<file path="src/rtl/soric_pkg.sv">
// Shared types and constants for the Wishbone-to-interconnect bridge.
package soric_pkg;

  typedef enum logic [2:0] {
    IDLE,
    REQ,
    WAIT,
    ACK,
    DRAIN
  } state_e;

  localparam logic [31:0] SORIC_TIMEOUT_DATA = 32'hDEAD_BEEF;
  localparam logic [31:0] SORIC_BASE_ADDR    = 32'h3000_0000;
  localparam logic [31:0] SORIC_BASE_MASK    = 32'hFFFF_C000;

  // Request fields captured at launch and held until grant.
  typedef struct packed {
    logic        we;
    logic [3:0]  be;
    logic [31:0] wdata;
  } soric_req_t;

  function automatic logic soric_hit(input logic [31:0] adr,
                                     input logic [31:0] base,
                                     input logic [31:0] mask);
    return (adr & mask) == base;
  endfunction

endpackage

</file>
<file path="src/rtl/soric_timeout_cnt.sv">
// Loadable saturating cycle counter; done_o flags that MAX has been reached.
module soric_timeout_cnt #(
  parameter int unsigned MAX = 255
) (
  input  logic clk_i,
  input  logic reset_ni,
  input  logic load_i,
  input  logic en_i,
  output logic done_o
);

  localparam int unsigned W = (MAX < 1) ? 1 : $clog2(MAX + 1);

  logic [W-1:0] cnt_q;

  assign done_o = (cnt_q == W'(MAX));

  always_ff @(posedge clk_i or negedge reset_ni) begin
    if (!reset_ni)             cnt_q <= '0;
    else if (load_i)           cnt_q <= '0;
    else if (en_i && !done_o)  cnt_q <= cnt_q + W'(1);
  end

endmodule

</file>
<file path="src/rtl/soric_wb_bridge.sv">
// Registered Wishbone-classic slave to interconnect master bridge, one request in flight.
// Optional wait limit enabled by defining SORIC_WB_BRIDGE_TIMEOUT_EN.
module soric_wb_bridge
  import soric_pkg::*;
#(
  parameter int unsigned ADDR_WIDTH     = 14,
  parameter logic [31:0] BASE_ADDR      = SORIC_BASE_ADDR,
  parameter logic [31:0] BASE_MASK      = SORIC_BASE_MASK,
  parameter int unsigned TIMEOUT_CYCLES = 255
) (
  input  logic                  clk_i,
  input  logic                  reset_ni,
  input  logic                  wbs_stb_i,
  input  logic                  wbs_cyc_i,
  input  logic                  wbs_we_i,
  input  logic [3:0]            wbs_sel_i,
  input  logic [31:0]           wbs_adr_i,
  input  logic [31:0]           wbs_dat_i,
  output logic                  wbs_ack_o,
  output logic [31:0]           wbs_dat_o,
  output logic                  data_req_o,
  output logic [ADDR_WIDTH-1:0] data_addr_o,
  output logic                  data_we_o,
  output logic [3:0]            data_be_o,
  output logic [31:0]           data_wdata_o,
  input  logic                  data_gnt_i,
  input  logic                  data_rvalid_i,
  input  logic [31:0]           data_rdata_i
);

  state_e                state_q, state_d;
  soric_req_t            lat_q;
  logic [ADDR_WIDTH-1:0] addr_q;
  logic                  req_q, req_d;
  logic                  ack_q, guard_q;
  logic [31:0]           dat_q, dat_d;
  logic                  dat_ld, launch, hit, tmo_done;

  assign hit = soric_hit(wbs_adr_i, BASE_ADDR, BASE_MASK);

`ifdef SORIC_WB_BRIDGE_TIMEOUT_EN
  soric_timeout_cnt #(.MAX(TIMEOUT_CYCLES)) u_tmo (
    .clk_i    (clk_i),
    .reset_ni (reset_ni),
    .load_i   (launch),
    .en_i     (state_q == REQ || state_q == WAIT),
    .done_o   (tmo_done)
  );
`else
  logic [31:0] unused_tmo;
  assign unused_tmo = 32'(TIMEOUT_CYCLES);
  assign tmo_done   = 1'b0;
`endif

  always_comb begin
    state_d = state_q;
    req_d   = req_q;
    launch  = 1'b0;
    dat_ld  = 1'b0;
    dat_d   = lat_q.we ? 32'h0 : data_rdata_i;
    unique case (state_q)
      IDLE: begin
        if (wbs_stb_i && wbs_cyc_i && hit && !guard_q) begin
          launch  = 1'b1;
          req_d   = 1'b1;
          state_d = REQ;
        end
      end
      REQ: begin
        // The request can never be withdrawn; an abort only suppresses the ack.
        if (data_gnt_i) begin
          req_d = 1'b0;
          if (data_rvalid_i) begin
            dat_ld  = wbs_cyc_i;
            state_d = wbs_cyc_i ? ACK : IDLE;
          end else begin
            state_d = wbs_cyc_i ? WAIT : DRAIN;
          end
        end else if (!wbs_cyc_i || tmo_done) begin
          state_d = DRAIN;
        end
      end
      WAIT: begin
        if (data_rvalid_i) begin
          dat_ld  = wbs_cyc_i;
          state_d = wbs_cyc_i ? ACK : IDLE;
        end else if (!wbs_cyc_i) begin
          state_d = DRAIN;
        end else if (tmo_done) begin
          dat_ld  = 1'b1;
          dat_d   = SORIC_TIMEOUT_DATA;
          state_d = ACK;
        end
      end
      ACK: state_d = IDLE;
      DRAIN: begin
        // req_q still high means the grant is outstanding as well as the response.
        if (req_q) begin
          if (data_gnt_i) begin
            req_d = 1'b0;
            if (data_rvalid_i) state_d = IDLE;
          end
        end else if (data_rvalid_i) begin
          state_d = IDLE;
        end
      end
      default: state_d = IDLE;
    endcase
  end

  always_ff @(posedge clk_i or negedge reset_ni) begin
    if (!reset_ni) begin
      state_q <= IDLE;
      req_q   <= 1'b0;
      ack_q   <= 1'b0;
      guard_q <= 1'b0;
      dat_q   <= '0;
      addr_q  <= '0;
      lat_q   <= '0;
    end else begin
      state_q <= state_d;
      req_q   <= req_d;
      ack_q   <= (state_d == ACK);
      guard_q <= (state_q == ACK);
      if (dat_ld) dat_q <= dat_d;
      if (launch) begin
        addr_q      <= wbs_adr_i[ADDR_WIDTH-1:0];
        lat_q.we    <= wbs_we_i;
        lat_q.be    <= wbs_sel_i;
        lat_q.wdata <= wbs_dat_i;
      end
    end
  end

  assign wbs_ack_o    = ack_q;
  assign wbs_dat_o    = dat_q;
  assign data_req_o   = req_q;
  assign data_addr_o  = addr_q;
  assign data_we_o    = lat_q.we;
  assign data_be_o    = lat_q.be;
  assign data_wdata_o = lat_q.wdata;

endmodule

</file>
<file path="config.mk">
export PLATFORM = sky130hd
export DESIGN_NAME = soric_wb_bridge
export DESIGN_NICKNAME = d
export VERILOG_FILES = /design/src/rtl/soric_pkg.sv /design/src/rtl/soric_timeout_cnt.sv /design/src/rtl/soric_wb_bridge.sv
export SDC_FILE = /design/constraint.sdc
export NUM_CORES = 1
export LEC_CHECK = 0
export ABC_AREA = 0
export ABC_CLOCK_PERIOD_IN_PS = 2300
export CELL_PAD_IN_SITES_DETAIL_PLACEMENT = 0
export CELL_PAD_IN_SITES_GLOBAL_PLACEMENT = 1
export CORE_AREA = 5 5 116 118
export CTS_BUF_LIST = sky130_fd_sc_hd__clkbuf_2
export CTS_CLUSTER_DIAMETER = 200
export DETAILED_ROUTE_END_ITERATION = 12
export DIE_AREA = 0 0 121 123
export GPL_TIMING_DRIVEN = 1
export PLACE_DENSITY_LB_ADDON = 0.1
export SLEW_MARGIN = 0
export SYNTH_ARGS = -nofsm -noshare
export SYNTH_HDL_FRONTEND = slang
export SYNTH_SLANG_ARGS = --single-unit
</file>
<file path="constraint.sdc">
create_clock -name clk_i -period 2.3 [get_ports clk_i]
set_clock_uncertainty 0.1 [all_clocks]
set_input_delay 0.46 -clock clk_i [delete_from_list [all_inputs] [get_ports clk_i]]
set_output_delay 0.46 -clock clk_i [all_outputs]
set_load 0.02 [all_outputs]
</file>
==> metrics.txt, run 1 <==
outcome=finished, final reports clean; DP Cell Count=639; clock slew at reported path FFs=0.25 ns; Routed WL per cell=15.1 um; M2 GR Usage=20.8%; largest net degree at the start of global routing=66; Die ar.=14900 um^2; most frequent cells in the layout=clkdlybuf4s50_1 (190), dfrtp_1 (89), mux2_2 (46); Die W=121 um; RePlAce Congestion=0.739; Hold Vio Cnt, Final=0; vias in the first global route=2861; VDD IR max=227 uV; Hold Path Class=in -> async; Slew @ Worst Pin=0.421 ns; Critical path origin=data_wdata_o[3]; DRT antenna net count=0; Period minus WS final=2.15 ns; row count=41; Initial DRT Pass Iterations=4; grt ovf=0; total number of vias=2776; CP Buf/Inv Count=1; setup TNS=0 ns; final WL=9950 um; endpoints failing setup=0; Post-Synthesis Net Count=388; TritonCTS buffer count=9; crit-path max FO=2; CP max stage cell=clkdlybuf4s50_1; reg2reg start=state_q[0]; number of fill cells=1191; Netlist Area Pre-Place=3580 um^2; average size of a mapped cell=12.8 um^2; Max Cap Viol=0; Setup crit start kind=flip-flop; # IOs=192; first-pass GRT wire length=15700 um; Max clock buf depth=2; relative slew slack=71.9%; final period utilization=93.5%; drt via density=4.23; Post-Synthesis Cells=281; crit path cell chain=clkdlybuf4s50_1; Worst-Skew Late Latency=0.55 ns; H-tree levels=3; Critical Path AT=1.59 ns; Port Buf Inserts=191; Final Cell Area=5860 um^2; CTS tree=built; Initial Util=29.0%; Final Slew Violations=0; core region area=12400 um^2; Post-DP Area=5740 um^2; First DRT Iteration DRCs=69; RSZ-0062 raised after global routing=no; Critical Path Max Stage Delay=0.61 ns; CTS Sinks=89; clock root cell=clkbuf_2; fraction of layout cells with a size suffix above 1=15.1%; most used routing layer=met2; Critical Path RT=1.74 ns; CP Capture Type=output port; nets=586; initial antenna violation count=1; met1 Resource Use GR=17.1%; Power Density=445 nW/um^2; die height=123 um; hpwl dp=7510 um; sequential area share after synthesis=62.1%; met3 usage=6.18%; Static Leak=0.00262 uW; crit path kind=reg -> out; critical path's top delay family=buffers and inverters; Layout area overhead=63.5%; commonest non-fill, non-tap cell in the layout=clkdlybuf4s50_1; Yosys cell types=28; Synth Register Bits=89; Final Non-Filler Cells=657; Post-CTS Setup Repair Bufs=0; f_max=465 MHz; # DRC=0; gr usage total=13.8%; Yosys Warn Count=0
==> flip-flops by register name, summed over array words and instances, names as in the netlist <==
signal        count
data_req_o        1
wbs_dat_o        32
state_q           3
wbs_ack_o         1
data_we_o         1
data_addr_o      14
data_be_o         4
data_wdata_o     32
guard_q           1
==> final timing paths <==
path                       depth (start not counted)               to  slack, ns
hold / removal                                     2  data_wdata_o[0]       0.22
min in group clk_i                                 3     wbs_dat_o[9]       0.33
setup reg to reg                                   5  data_wdata_o[2]       0.41
setup / recovery                                   1  data_wdata_o[3]       0.15
max in group asynchronous                          3     wbs_dat_o[6]       1.22
hold reg to reg                                    2     wbs_dat_o[7]       0.41
==> per-stage QoR <==
stage | total power, uW | hold WS [ns] | util [%] | worst slack [ns]
floorplan | 1620 | 0.0644 | - | 0.424
global placement | 1850 | 0.328 | 46.4 | -0.140
detailed placement | 1850 | 0.326 | 46.4 | -0.204
CTS | 2670 | 0.177 | 47.4 | 0.0604
global route | 2750 | 0.143 | 47.4 | 0.00135
finish | 2610 | 0.218 | 47.4 | 0.150
==> cell usage after synthesis <==
master | count | area, um^2
buf_6 | 5 | 56.3
inv_1 | 4 | 15.0
nor2_4 | 1 | 11.3
o21ai_0 | 33 | 165
o22ai_1 | 3 | 18.8
o211a_1 | 1 | 10.0
and3b_1 | 1 | 8.76
nor2_1 | 2 | 7.51
mux2_2 | 46 | 518
dfrtp_1 | 89 | 2230
buf_2 | 5 | 25.0
clkbuf_2 | 1 | 5.00
mux2_1 | 5 | 56.3
nor3b_1 | 1 | 7.51
o22a_1 | 1 | 8.76
nor2b_1 | 1 | 6.26
clkbuf_1 | 3 | 11.3
nand2b_1 | 33 | 206
nand4_1 | 2 | 12.5
nor4_1 | 3 | 18.8
o2111ai_1 | 1 | 8.76
nor4b_1 | 1 | 8.76
a32o_1 | 1 | 10.0
xnor2_1 | 2 | 17.5
buf_1 | 1 | 3.75
nor4bb_1 | 1 | 10.0
nand2_1 | 33 | 124
and3_1 | 1 | 6.26
==> routing by layer <==
| layer | routed length, um | vias to the layer above |
|---|---|---|
| met5 | 0 | - |
| met4 | 189 | 0 |
| met3 | 1090 | 12 |
| met2 | 4460 | 119 |
| met1 | 4210 | 1287 |
| li1 | - | 1358 |
==> power by group <==
part	total (uW)	leakage [uW]	switching, uW	internal (uW)
Clock	789	0.0000670	541	248
Combinational	249	0.00132	71.7	177
Sequential	1570	0.00124	0.745	1570
==> logic make-up after synthesis <==
group / count (synthesis) / synth area share [%]
AND/OR/NAND/NOR: 80 / 11.9
AO/OA/AOI/OAI: 40 / 6.18
buffers and inverters: 19 / 3.25
multiplexers: 51 / 16.0
XOR/XNOR: 2 / 0.489
flip-flops: 89 / 62.1
==> timing repair <==
| action | CTS | global route |
|---|---|---|
| hold buffers | 1 | 0 |
| hold endpoints to repair | 36 | 0 |
| gates resized for setup | 0 | 0 |
==> layout make-up <==
class                      instances  area (um^2)  share of cell area, %
sequential                        89         2230                   38.0
timing repair buffer             202         2030                   34.7
multi-input combinational        173         1260                   21.5
tap                              172          215                   3.67
clock inverter                     6         58.8                   1.00
clock buffer                      10         50.0                  0.854
inverter                           4         15.0                  0.256
antenna                            1         2.50                 0.0427
Note: power is estimated with default switching activity, not from simulation.
==> run 2, diff against run 1 <==
--- a/config.mk
+++ b/config.mk
@@ -7,15 +7,14 @@
 export LEC_CHECK = 0
 export ABC_AREA = 0
 export ABC_CLOCK_PERIOD_IN_PS = 2300
-export CELL_PAD_IN_SITES_DETAIL_PLACEMENT = 0
-export CELL_PAD_IN_SITES_GLOBAL_PLACEMENT = 1
-export CORE_AREA = 5 5 116 118
+export CORE_AREA = 5 5 101 103
 export CTS_BUF_LIST = sky130_fd_sc_hd__clkbuf_2
 export CTS_CLUSTER_DIAMETER = 200
 export DETAILED_ROUTE_END_ITERATION = 12
-export DIE_AREA = 0 0 121 123
+export DIE_AREA = 0 0 106 108
 export GPL_TIMING_DRIVEN = 1
-export PLACE_DENSITY_LB_ADDON = 0.1
+export HOLD_SLACK_MARGIN = 0.05
+export PLACE_DENSITY = 0.81
 export SLEW_MARGIN = 0
 export SYNTH_ARGS = -nofsm -noshare
 export SYNTH_HDL_FRONTEND = slang
==> metrics.txt, run 2 (synthesized netlist as in run 1, its figures left out) <==
Final Non-Filler Cells=596 (-9.3%); CP Buf/Inv Count=1 (unchanged); Max Cap Viol=0 (unchanged); gr usage total=17.4% (+3.6 points); Initial Util=39.4% (+10 points); Setup crit start kind=flip-flop; relative slew slack=82.0% (+10 points); RePlAce Congestion=0.767 (+3.8%); Power Density=454 nW/um^2 (+1.9%); clock root cell=clkbuf_2; TritonCTS buffer count=9 (unchanged); final period utilization=92.5% (-0.95 points); Period minus WS final=2.13 ns (-0.0218 ns); f_max=470 MHz (+1.0%); Static Leak=0.00263 uW (+0.38%); Final Cell Area=5800 um^2 (-0.98%); Sequential Area=2230 um^2 (unchanged); Worst-Skew Late Latency=0.52 ns (-0.03 ns); commonest non-fill, non-tap cell in the layout=clkdlybuf4s50_1; DP Cell Count=579 (-9.4%); hpwl dp=7680 um (+2.2%); fraction of layout cells with a size suffix above 1=15.7% (+0.59 points); endpoints failing setup=0 (unchanged); CTS Sinks=89 (unchanged); Die W=106 um (-12%); vias in the first global route=3104 (+8.5%); first-pass GRT wire length=15600 um (-1.1%); Layout Utilization=63.7% (+16 points); CP Capture Type=output port; crit-path max FO=2 (unchanged); crit path kind=reg -> out; core region area=9110 um^2 (-26%); initial antenna violation count=0 (-1); # IOs=192 (unchanged); # DRC=0 (unchanged); number of fill cells=744 (-38%); most frequent cells in the layout=clkdlybuf4s50_1 (190), dfrtp_1 (89), mux2_2 (46); Critical Path RT=1.74 ns (about the same); Critical Path Max Stage Delay=0.61 ns (about the same); clock slew at reported path FFs=0.26 ns (about the same); outcome=finished, final reports clean; crit path cell chain=clkdlybuf4s50_1; Layout area overhead=61.8%; final WL=9820 um (-1.3%); drt via density=4.80 (+14%); Max clock buf depth=2 (unchanged); Critical Path AT=1.57 ns (-0.02 ns); Die ar.=11400 um^2 (-23%); grt ovf=0 (unchanged); row count=35 (-15%); Post-CTS Setup Repair Bufs=0 (unchanged); area of the multi-input gates=1260 um^2 (unchanged); Final Slew Violations=0 (unchanged); Port Buf Inserts=191 (unchanged); largest net degree at the start of global routing=53 (-20%); CTS tree=built; Slew @ Worst Pin=0.269 ns (-0.152 ns); Hold Slack=0.208 ns (-0.0101 ns); nets=587 (+0.17%); H-tree levels=3 (unchanged); Hold Vio Cnt, Final=0 (unchanged); RSZ-0062 raised after global routing=no; total number of vias=2860 (+3.0%); Antenna Cells=0 (-1); critical path's top delay family=buffers and inverters; die height=108 um (-12%); VDD IR max=250 uV (+10%); First DRT Iteration DRCs=99 (+43%); DRT antenna net count=0 (unchanged); CP max stage cell=clkdlybuf4s50_1; Initial DRT Pass Iterations=4 (unchanged); Routed WL per cell=16.5 um (+8.8%); Post-DP Area=5670 um^2 (-1.2%); Hold Path Class=in -> async
run 2: final timing paths:
path | start | to | slack, ns | cells after the start
min in group clk_i | data_rdata_i[15] | wbs_dat_o[15] | 0.35 | 3
setup reg to reg | state_q[0] | data_addr_o[6] | 0.40 | 5
max in group asynchronous | reset_ni | wbs_dat_o[7] | 1.36 | 3
hold reg to reg | wbs_dat_o[16] | wbs_dat_o[16] | 0.41 | 2
hold / removal | reset_ni | data_wdata_o[15] | 0.21 | 2
setup / recovery | data_addr_o[5] | data_addr_o[5] | 0.17 | 1
run 2: cell type report:
cell class                      count  area share (%)
Sequential cell                    89            38.4
Timing Repair Buffer              203            35.2
Multi-Input combinational cell    173            21.7
Tap cell                          111            2.39
Clock inverter                      7            1.34
Clock buffer                        9           0.776
Inverter                            4           0.259
run 2: power breakdown:
group	switching, uW	internal (uW)	total (uW)	leakage, uW
Combinational	72.9	177	250	0.00132
Clock	549	262	810	0.0000729
Sequential	0.969	1570	1570	0.00124
Total	623	2010	2630	0.00263
run 2: through the flow:
step           total power [uW]  setup TNS [ns]  setup WS (ns)
2_1_floorplan              1620               0          0.424
3_3_place_gp               1850           -3.27        -0.0747
3_5_place_dp               1850           -6.23         -0.150
4_1_cts                    2680               0         0.0858
5_1_grt                    2750               0         0.0233
6_report                   2630               0          0.172
run 2: what timing repair did:
action                                 4_1_cts  5_1_grt
hold buffers                                 1        0
endpoints found under the hold margin       89        0
resized for setup                            0        0
run 2: per-layer routing:
metal / global-route usage [%] / share of wire, % / vias up
met1: 19.9 / 40 / 1370
met5: 0 / 0 / -
met2: 30.2 / 50 / 123
li1: - / - / 1351
met4: 6.11 / 1.8 / 0
met3: 6.27 / 8.0 / 16
==> run 3, diff against run 2 <==
--- a/config.mk
+++ b/config.mk
@@ -7,15 +7,17 @@
 export LEC_CHECK = 0
 export ABC_AREA = 0
 export ABC_CLOCK_PERIOD_IN_PS = 2300
-export CORE_AREA = 5 5 101 103
+export CELL_PAD_IN_SITES_DETAIL_PLACEMENT = 1
+export CELL_PAD_IN_SITES_GLOBAL_PLACEMENT = 1
+export CORE_AREA = 5 5 116 118
 export CTS_BUF_LIST = sky130_fd_sc_hd__clkbuf_2
 export CTS_CLUSTER_DIAMETER = 200
 export DETAILED_ROUTE_END_ITERATION = 12
-export DIE_AREA = 0 0 106 108
+export DIE_AREA = 0 0 121 123
 export GPL_TIMING_DRIVEN = 1
 export HOLD_SLACK_MARGIN = 0.05
-export PLACE_DENSITY = 0.81
-export SLEW_MARGIN = 0
+export PLACE_DENSITY_LB_ADDON = 0.1
+export SLEW_MARGIN = 20
 export SYNTH_ARGS = -nofsm -noshare
 export SYNTH_HDL_FRONTEND = slang
 export SYNTH_SLANG_ARGS = --single-unit
==> metrics.txt, run 3 (synthesized netlist as in run 1, its figures left out) <==
Period minus WS final=2.15 ns (+0.0226 ns); RePlAce Congestion=0.739 (-3.7%); Slew @ Worst Pin=0.426 ns (+0.157 ns); nets=586 (-0.17%); Hold Vio Cnt, Final=0 (unchanged); final WL=10600 um (+8.0%); clock root cell=clkbuf_2; hpwl dp=8150 um (+6.2%); grt ovf=0 (unchanged); endpoints failing setup=0 (unchanged); vias in the first global route=3103 (-0.032%); Critical Path RT=1.74 ns (about the same); P_int=2100 uW (+4.8%); Final Slew Violations=0 (unchanged); Static Leak=0.00264 uW (about the same); initial antenna violation count=0 (unchanged); Setup crit start kind=flip-flop; Sequential Area=2230 um^2 (unchanged); crit path cell chain=clkdlybuf4s50_1; f_max=465 MHz (-1.0%); critical path's top delay family=buffers and inverters; Max Cap Viol=0 (unchanged); Worst R2R Path Depth=5 (unchanged); combinational power share=9.3% (-0.2 points); clock slew at reported path FFs=0.24 ns (-0.02 ns); Critical Path Max Stage Delay=0.65 ns (+0.04 ns); TritonCTS buffer count=9 (unchanged); CP Buf/Inv Count=1 (unchanged); Switching Fraction=21.8% (-1.8 points); First DRT Iteration DRCs=110 (+11%); Initial Util=29.0% (-10 points); sw power=587 uW (-5.7%); crit-path max FO=2 (unchanged); first-pass GRT wire length=16600 um (+6.7%); Critical Path AT=1.59 ns (+0.02 ns); Die ar.=14900 um^2 (+30%); total number of vias=2853 (-0.24%); area of the multi-input gates=1260 um^2 (unchanged); DRT antenna net count=0 (unchanged); die height=123 um (+14%); fraction of layout cells with a size suffix above 1=15.1% (-0.56 points); outcome=finished, final reports clean; sequential share of power=58.3% (-1.4 points); Antenna Cells=0 (unchanged); Final Non-Filler Cells=655 (+9.9%); gr usage total=14.6% (-2.8 points); Final Cell Area=5870 um^2 (+1.2%); Routed WL per cell=16.2 um (-1.7%); most frequent cells in the layout=clkdlybuf4s50_1 (190), dfrtp_1 (89), mux2_2 (46); Layout area overhead=63.8%; total power=2690 uW (+2.3%); CTS Sinks=89 (unchanged); clock group share of total power=32.4% (+1.6 points); Post-CTS Setup Repair Bufs=0 (unchanged); critical path depth in cells=1 (unchanged); Power Density=458 nW/um^2 (+1.1%); H-tree levels=3 (unchanged); RSZ-0062 raised after global routing=no; number of fill cells=1341 (+80%); Initial DRT Pass Iterations=3 (-1); relative slew slack=71.6% (-10 points); Die W=121 um (+14%); # DRC=0 (unchanged); row count=41 (+17%); Max clock buf depth=2 (unchanged); Post-DP Area=5740 um^2 (+1.2%); # IOs=192 (unchanged); core region area=12400 um^2 (+36%); VDD IR max=273 uV (+8.9%); CTS tree=built; DP Cell Count=639 (+10%); drt via density=4.36 (-9.2%); Port Buf Inserts=191 (unchanged); Hold Path Class=in -> async; CP max stage cell=clkdlybuf4s50_1; final period utilization=93.5% (+0.98 points); commonest non-fill, non-tap cell in the layout=clkdlybuf4s50_1; largest net degree at the start of global routing=66 (+25%); Worst-Skew Late Latency=0.53 ns (about the same); CP Capture Type=output port; Hold Slack=0.255 ns (+0.0469 ns); crit path kind=reg -> out
==> run 3: repair_timing <==
item / CTS / global route
hold buffers: 1 / 0
gates resized for setup: 0 / 0
hold endpoints to repair: 50 / 0
==> run 3: power by group through the flow <==
stage,combinational (uW),sequential [uW],clock [uW]
after CTS,257,1570,926
final,250,1570,871
after floorplan,18.6,1600,0
after detailed placement,254,1600,0
after global placement,250,1600,0
after global routing,272,1570,991
==> run 3: cell type report <==
type	count	area share (%)
tap	172	3.67
sequential	89	37.9
multi-input combinational	173	21.4
clock buffer	11	0.938
inverter	4	0.256
timing repair buffer	202	34.6
clock inverter	4	1.17
==> run 3: routing by layer <==
layer  vias to the layer above  GRT usage [%]  wire length [um]
li1                       1354              -                 -
met1                      1372           16.8              4370
met2                       116           24.1              5040
met3                        11           6.08              1050
met4                         0           5.95               149
met5                         -              0                 0
==> run 3: path summary, 6_finish.rpt <==
path / slack, ns / endpoint / from
worst min-delay path: 0.26 / data_wdata_o[0] / reset_ni
worst max-delay path: 0.15 / wbs_dat_o[10] / wbs_dat_o[10]
worst min register to register: 0.41 / wbs_dat_o[29] / wbs_dat_o[29]
max in group asynchronous: 1.19 / data_wdata_o[14] / reset_ni
min in group clk_i: 0.35 / wbs_dat_o[10] / data_rdata_i[10]
worst max register to register: 0.36 / data_wdata_o[4] / state_q[0]
==> run 3: per-stage QoR <==
stage	utilization (%)	worst slack, ns	setup TNS [ns]
after floorplan	-	0.424	0
after global placement	46.4	-0.140	-6.11
after detailed placement	46.4	-0.251	-10.80
after CTS	47.5	0.0655	0
after global routing	47.5	0.0235	0
final	47.5	0.150	0
